==> src/rtl/load_store_unit.sv <==
// rtl/load_store_unit.sv - memory-stage load/store controller with range check and writeback handshake
module load_store_unit #(
  parameter int DEPTH = 8
) (
  input  logic        clk,
  input  logic        rst_n,
  input  logic        req_valid,
  output logic        req_ready,
  input  logic        req_is_store,
  input  logic [15:0] req_base,
  input  logic [5:0]  req_offset,
  input  logic [15:0] req_wdata,
  input  logic [2:0]  req_rd,
  output logic [15:0] mem_access_addr,
  output logic [15:0] mem_write_data,
  output logic        mem_write_en,
  output logic        mem_read,
  input  logic [15:0] mem_read_data,
  output logic        wb_valid,
  input  logic        wb_ready,
  output logic        wb_is_load,
  output logic [2:0]  wb_rd,
  output logic [15:0] wb_data,
  output logic        wb_fault
);

  typedef enum logic [1:0] {
    IDLE   = 2'd0,
    ACCESS = 2'd1,
    RESP   = 2'd2
  } state_t;

  state_t      state_q;
  logic [15:0] addr_q;
  logic [15:0] wdata_q;
  logic [15:0] wb_data_q;
  logic [2:0]  wb_rd_q;
  logic        wb_is_load_q;
  logic        wb_fault_q;
  logic        wb_valid_q;

  // Effective address wraps at 16 bits; anything at or beyond DEPTH is a fault.
  logic [15:0] ea_d;
  logic        fault_d;

  assign ea_d    = req_base + {{10{req_offset[5]}}, req_offset};
  assign fault_d = (ea_d >= 16'(DEPTH));

  // Strobes are decoded from state so an async reset drops them without waiting for an edge.
  assign mem_write_en = (state_q == ACCESS) && !wb_is_load_q && !wb_fault_q;
  assign mem_read     = (state_q == ACCESS) &&  wb_is_load_q && !wb_fault_q;
  assign req_ready    = (state_q == IDLE);

  assign mem_access_addr = addr_q;
  assign mem_write_data  = wdata_q;
  assign wb_valid        = wb_valid_q;
  assign wb_is_load      = wb_is_load_q;
  assign wb_rd           = wb_rd_q;
  assign wb_data         = wb_data_q;
  assign wb_fault        = wb_fault_q;

  // Request/access/response sequencer; all writeback fields are registered here.
  always_ff @(posedge clk or negedge rst_n) begin
    if (!rst_n) begin
      state_q      <= IDLE;
      addr_q       <= '0;
      wdata_q      <= '0;
      wb_data_q    <= '0;
      wb_rd_q      <= '0;
      wb_is_load_q <= 1'b0;
      wb_fault_q   <= 1'b0;
      wb_valid_q   <= 1'b0;
    end else begin
      case (state_q)
        IDLE: begin
          if (req_valid) begin
            wb_is_load_q <= !req_is_store;
            wb_rd_q      <= req_rd;
            addr_q       <= ea_d;
            wdata_q      <= req_wdata;
            wb_fault_q   <= fault_d;
            state_q      <= ACCESS;
          end
        end
        ACCESS: begin
          // Stores and faulted accesses return zero data.
          wb_data_q  <= (wb_is_load_q && !wb_fault_q) ? mem_read_data : 16'h0000;
          wb_valid_q <= 1'b1;
          state_q    <= RESP;
        end
        RESP: begin
          if (wb_ready) begin
            wb_valid_q <= 1'b0;
            state_q    <= IDLE;
          end
        end
        default: begin
          wb_valid_q <= 1'b0;
          state_q    <= IDLE;
        end
      endcase
    end
  end

endmodule

==> config.mk <==
export PLATFORM = sky130hd
export DESIGN_NAME = load_store_unit
export DESIGN_NICKNAME = d
export VERILOG_FILES = /design/src/rtl/load_store_unit.sv
export SDC_FILE = /design/constraint.sdc
export NUM_CORES = 1
export LEC_CHECK = 0
export ABC_AREA = 1
export ABC_CLOCK_PERIOD_IN_PS = 3850
export CORE_MARGIN = 3
export CORE_UTILIZATION = 48
export CTS_CLUSTER_DIAMETER = 80
export DETAILED_ROUTE_END_ITERATION = 12
export PLACE_DENSITY = 0.92
export SYNTH_ARGS = -nofsm -noshare
export SYNTH_HDL_FRONTEND = slang
export SYNTH_SLANG_ARGS = --single-unit
==> constraint.sdc <==
create_clock -name clk -period 3.85 [get_ports clk]
set_input_delay 0.77 -clock clk [delete_from_list [all_inputs] [get_ports clk]]
set_output_delay 0.77 -clock clk [all_outputs]
set_load 0.05 [all_outputs]
==> impl_metrics.env <==
export IMPL_grt_overflow=0
export IMPL_wl_met1_um=3872
export IMPL_crit_path_end_kind="output port"
export IMPL_ctsHoldBuffers=0
export IMPL_syn_area_um2=3137
export IMPL_worstRegToRegCells=4
export IMPL_max_freq_mhz=306.9
export IMPL_portBuffers=118
export IMPL_area_growth_pct=43.60
export IMPL_rr_startpoint="state_q[0]"
export IMPL_die_h_um=86.84
export IMPL_path_delay_family="buffers and inverters"
export IMPL_crit_path_cell_trace="inv_1 > nor2_1 > clkinv_1 > nor3_1 > clkdlybuf4s50_1"
export IMPL_drive_above_1_share=0.05303
export IMPL_vias=3076
export IMPL_initial_core_util=0.5116
export IMPL_cts_setup_buffers=0
export IMPL_reg2reg_slack_ns=2.28
export IMPL_core_um2=6131
export IMPL_fin_cells=603
export IMPL_wire_per_inst_um=14.57
export IMPL_gp_congestion=0.9502
export IMPL_ys_seq_elements=56
export IMPL_htree_levels=2
export IMPL_hold_start="mem_write_data[13]"
export IMPL_status="finished clean"
export IMPL_dr_first_iter_drc_count=124
export IMPL_worstSetupPathType="reg -> out"
export IMPL_start_kind="register"
export IMPL_crit_required_ns=3.08
export IMPL_top_layer_used="met4"
export IMPL_rr_endpoint="wb_data[7]"
export IMPL_peakVddDrop_uv=677.1
export IMPL_post_cts_resize_count=0
export IMPL_routed_wl_um=8786
export IMPL_dr_wl_met2_um=4287
export IMPL_relSlewSlack=0.4312
export IMPL_worstPathBufferInverterCount=3
export IMPL_via_per_inst=5.101
export IMPL_cp_data_arrival_time_ns=2.49
export IMPL_num_io_pins=119
export IMPL_hold_class="reg -> reg"
export IMPL_rows=28
export IMPL_hold_end="mem_write_data[13]"
export IMPL_clkTransAtPathRegs_ns=0.10
export IMPL_fp_dieW_um=86.84
export IMPL_cp_max_fo=17
export IMPL_gr_usage_all_layers=0.2346
export IMPL_ys_seq_area_frac=0.4467
export IMPL_worst_slew_pin_slew_ns=0.8533
export IMPL_cap_violations=0
export IMPL_n_antenna_cell=0
export IMPL_synth_cells=409
export IMPL_ctsLongestPathBuffers=2
export IMPL_p_leak_nw=2.276
export IMPL_cts_buffers_inserted=5
export IMPL_root_buffer="clkbuf_8"
export IMPL_setup_viol=0
export IMPL_cts_tree="yes"
export IMPL_die_area_um2=7541
export IMPL_cp_slowest_cell="clkdlybuf4s50_1"
export IMPL_powerDensity_nw_per_um2=663.3
export IMPL_antenna_found_initial=0
export IMPL_rsz0062_at_grt="no"
export IMPL_synthDistinctLibCells=32
export IMPL_finalMaxSlewViolations=0
export IMPL_postRouteAntennaNets=0
export IMPL_clk_latency_ns=0.31
export IMPL_grt_pass1_wl_um=14100
export IMPL_layout_nets=605
export IMPL_fillers=494
export IMPL_route_detailed_drc=0
export IMPL_dpl_hpwl_um=7011
export IMPL_setup_tns_ns=0
export IMPL_grt_pass1_vias=2989
export IMPL_grt_max_degree=40
export IMPL_final_util=0.7347
export IMPL_finalHoldViolCount=0
export IMPL_dpl_cell_count=595
export IMPL_finalCritPeriodShare=0.8463
export IMPL_hold_depth=2
export IMPL_clock_skew_ns=0.01043
export IMPL_avgSynthCellArea_um2=7.669
export IMPL_ys_warn_count=0
export IMPL_clkSinkCount=56
export IMPL_cp_slowest_stage_delay_ns=0.84
export IMPL_drtPass1Iterations=4
export IMPL_post_route_min_period_ns=3.258
export IMPL_syn_nets=487
export IMPL_dr_wl_met3_um=501
where the power goes:
group          switching, W  internal (W)  leakage [nW]
Sequential         0.000120      0.000784         0.705
Clock              0.000184      0.000230        0.0645
Combinational       0.00113      0.000539          1.51
Total               0.00143       0.00155          2.28
synthesized netlist by cell type:
library cell,number,share of area
xor2_1,1,0.0028
a31oi_1,6,0.012
a21oi_1,9,0.014
clkinv_1,3,0.0036
nand2_1,160,0.19
nor3_1,3,0.0048
or2_4,1,0.0028
nand2_2,3,0.0060
and2_1,1,0.0020
ha_1,15,0.060
a22o_1,16,0.045
inv_2,3,0.0036
o21ai_0,9,0.014
xor2_2,1,0.0052
dfrtp_1,56,0.45
nor2_1,23,0.028
nand4_1,4,0.0080
xnor2_1,1,0.0028
nand3_1,25,0.040
fa_1,1,0.0064
or2_2,1,0.0020
nor2_2,4,0.0080
o21a_1,1,0.0024
buf_6,1,0.0036
buf_4,1,0.0024
o21bai_1,2,0.0048
clkbuf_1,6,0.0072
inv_1,45,0.054
buf_2,2,0.0032
nand3_2,3,0.0096
nand3b_1,1,0.0024
o22ai_1,1,0.0020
routing by layer:
layer | vias to the layer above | track usage
li1 | 1545 | -
met1 | 1403 | 0.2967
met2 | 117 | 0.4148
met3 | 11 | 0.03802
met4 | 0 | 0.06091
met5 | - | 0
sequential cells by signal, summed over array words and instances (netlist names):
name,cells
wb_valid,1
wb_is_load,1
mem_access_addr,16
wb_fault,1
state_q,2
wb_rd,3
wb_data,16
mem_write_data,16
cell type report:
type / count / area, um2 / share of cell area
Clock buffer: 7 / 96.34 / 0.02139
Clock inverter: 1 / 30.03 / 0.006667
Inverter: 51 / 191.4 / 0.04250
Multi-Input combinational cell: 292 / 1493 / 0.3314
Sequential cell: 56 / 1401 / 0.3111
Tap cell: 75 / 93.84 / 0.02083
Timing Repair Buffer: 121 / 1199 / 0.2661
metrics by stage:
| step | setup WS (ns) | hold slack (ns) | area [um2] | power [W] |
|---|---|---|---|---|
| 2_1_floorplan | 1.076 | 0.4744 | 3137 | 0.001978 |
| 3_3_place_gp | 0.6771 | 0.4608 | 4378 | 0.002544 |
| 3_5_place_dp | 0.6459 | 0.4639 | 4378 | 0.002581 |
| 4_1_cts | 0.5688 | 0.4909 | 4504 | 0.003003 |
| 5_1_grt | 0.4125 | 0.5096 | 4504 | 0.003149 |
| 6_report | 0.5917 | 0.4881 | 4504 | 0.002988 |
worst register-to-register path, delay by kind of cell, from the launching register on:
| family | cells | cell delay (ns) |
|---|---|---|
| AOI/OAI and AO/OA | 1 | 0.40 |
| DFF | 1 | 0.41 |
| and+or+nand+nor | 1 | 0.15 |
| buffers and inverters | 2 | 0.48 |
placed cells by master (no fill, tap or decap):
| master | n |
|---|---|
| o21ai_0 | 9 |
| nand3b_1 | 1 |
| inv_2 | 3 |
| nor2_1 | 23 |
| nand4_1 | 4 |
| bufinv_16 | 1 |
| or2_2 | 1 |
| o22ai_1 | 1 |
| clkdlybuf4s50_1 | 117 |
| dfrtp_1 | 56 |
| xor2_2 | 1 |
| buf_4 | 3 |
| ha_1 | 15 |
| a21oi_1 | 9 |
| nand2_2 | 3 |
| a31oi_1 | 6 |
| buf_2 | 1 |
| nand3_2 | 3 |
| clkinv_1 | 3 |
| xor2_1 | 1 |
| clkbuf_8 | 7 |
| o21bai_1 | 2 |
| inv_1 | 45 |
| or2_4 | 1 |
| a22o_1 | 16 |
| nand2_1 | 160 |
| xnor2_1 | 1 |
| nor3_1 | 3 |
| o21a_1 | 1 |
| nor2_2 | 4 |
| and2_1 | 1 |
| fa_1 | 1 |
| nand3_1 | 25 |
worst max path at each step:
stage | start | to | slack (ns) | cells past startpoint
final | state_q[0] | mem_write_en | 0.59 | 5
after global routing | state_q[0] | mem_write_en | 0.41 | 5
after CTS | state_q[0] | mem_write_en | 0.57 | 5
after detailed placement | req_base[0] | wb_fault | 0.65 | 15
after global placement | req_base[0] | wb_fault | 0.68 | 15
after floorplan | state_q[0] | mem_write_en | 1.08 | 5
cell families after synthesis:
logic type,count (synthesis),share of synthesized area
xor+xnor,3,0.01077
fa+ha+maj,16,0.06621
flops,56,0.4467
compound gates,44,0.09453
buf+inv,61,0.07738
simple gates,229,0.3043
(Power assumes the default switching activity.)
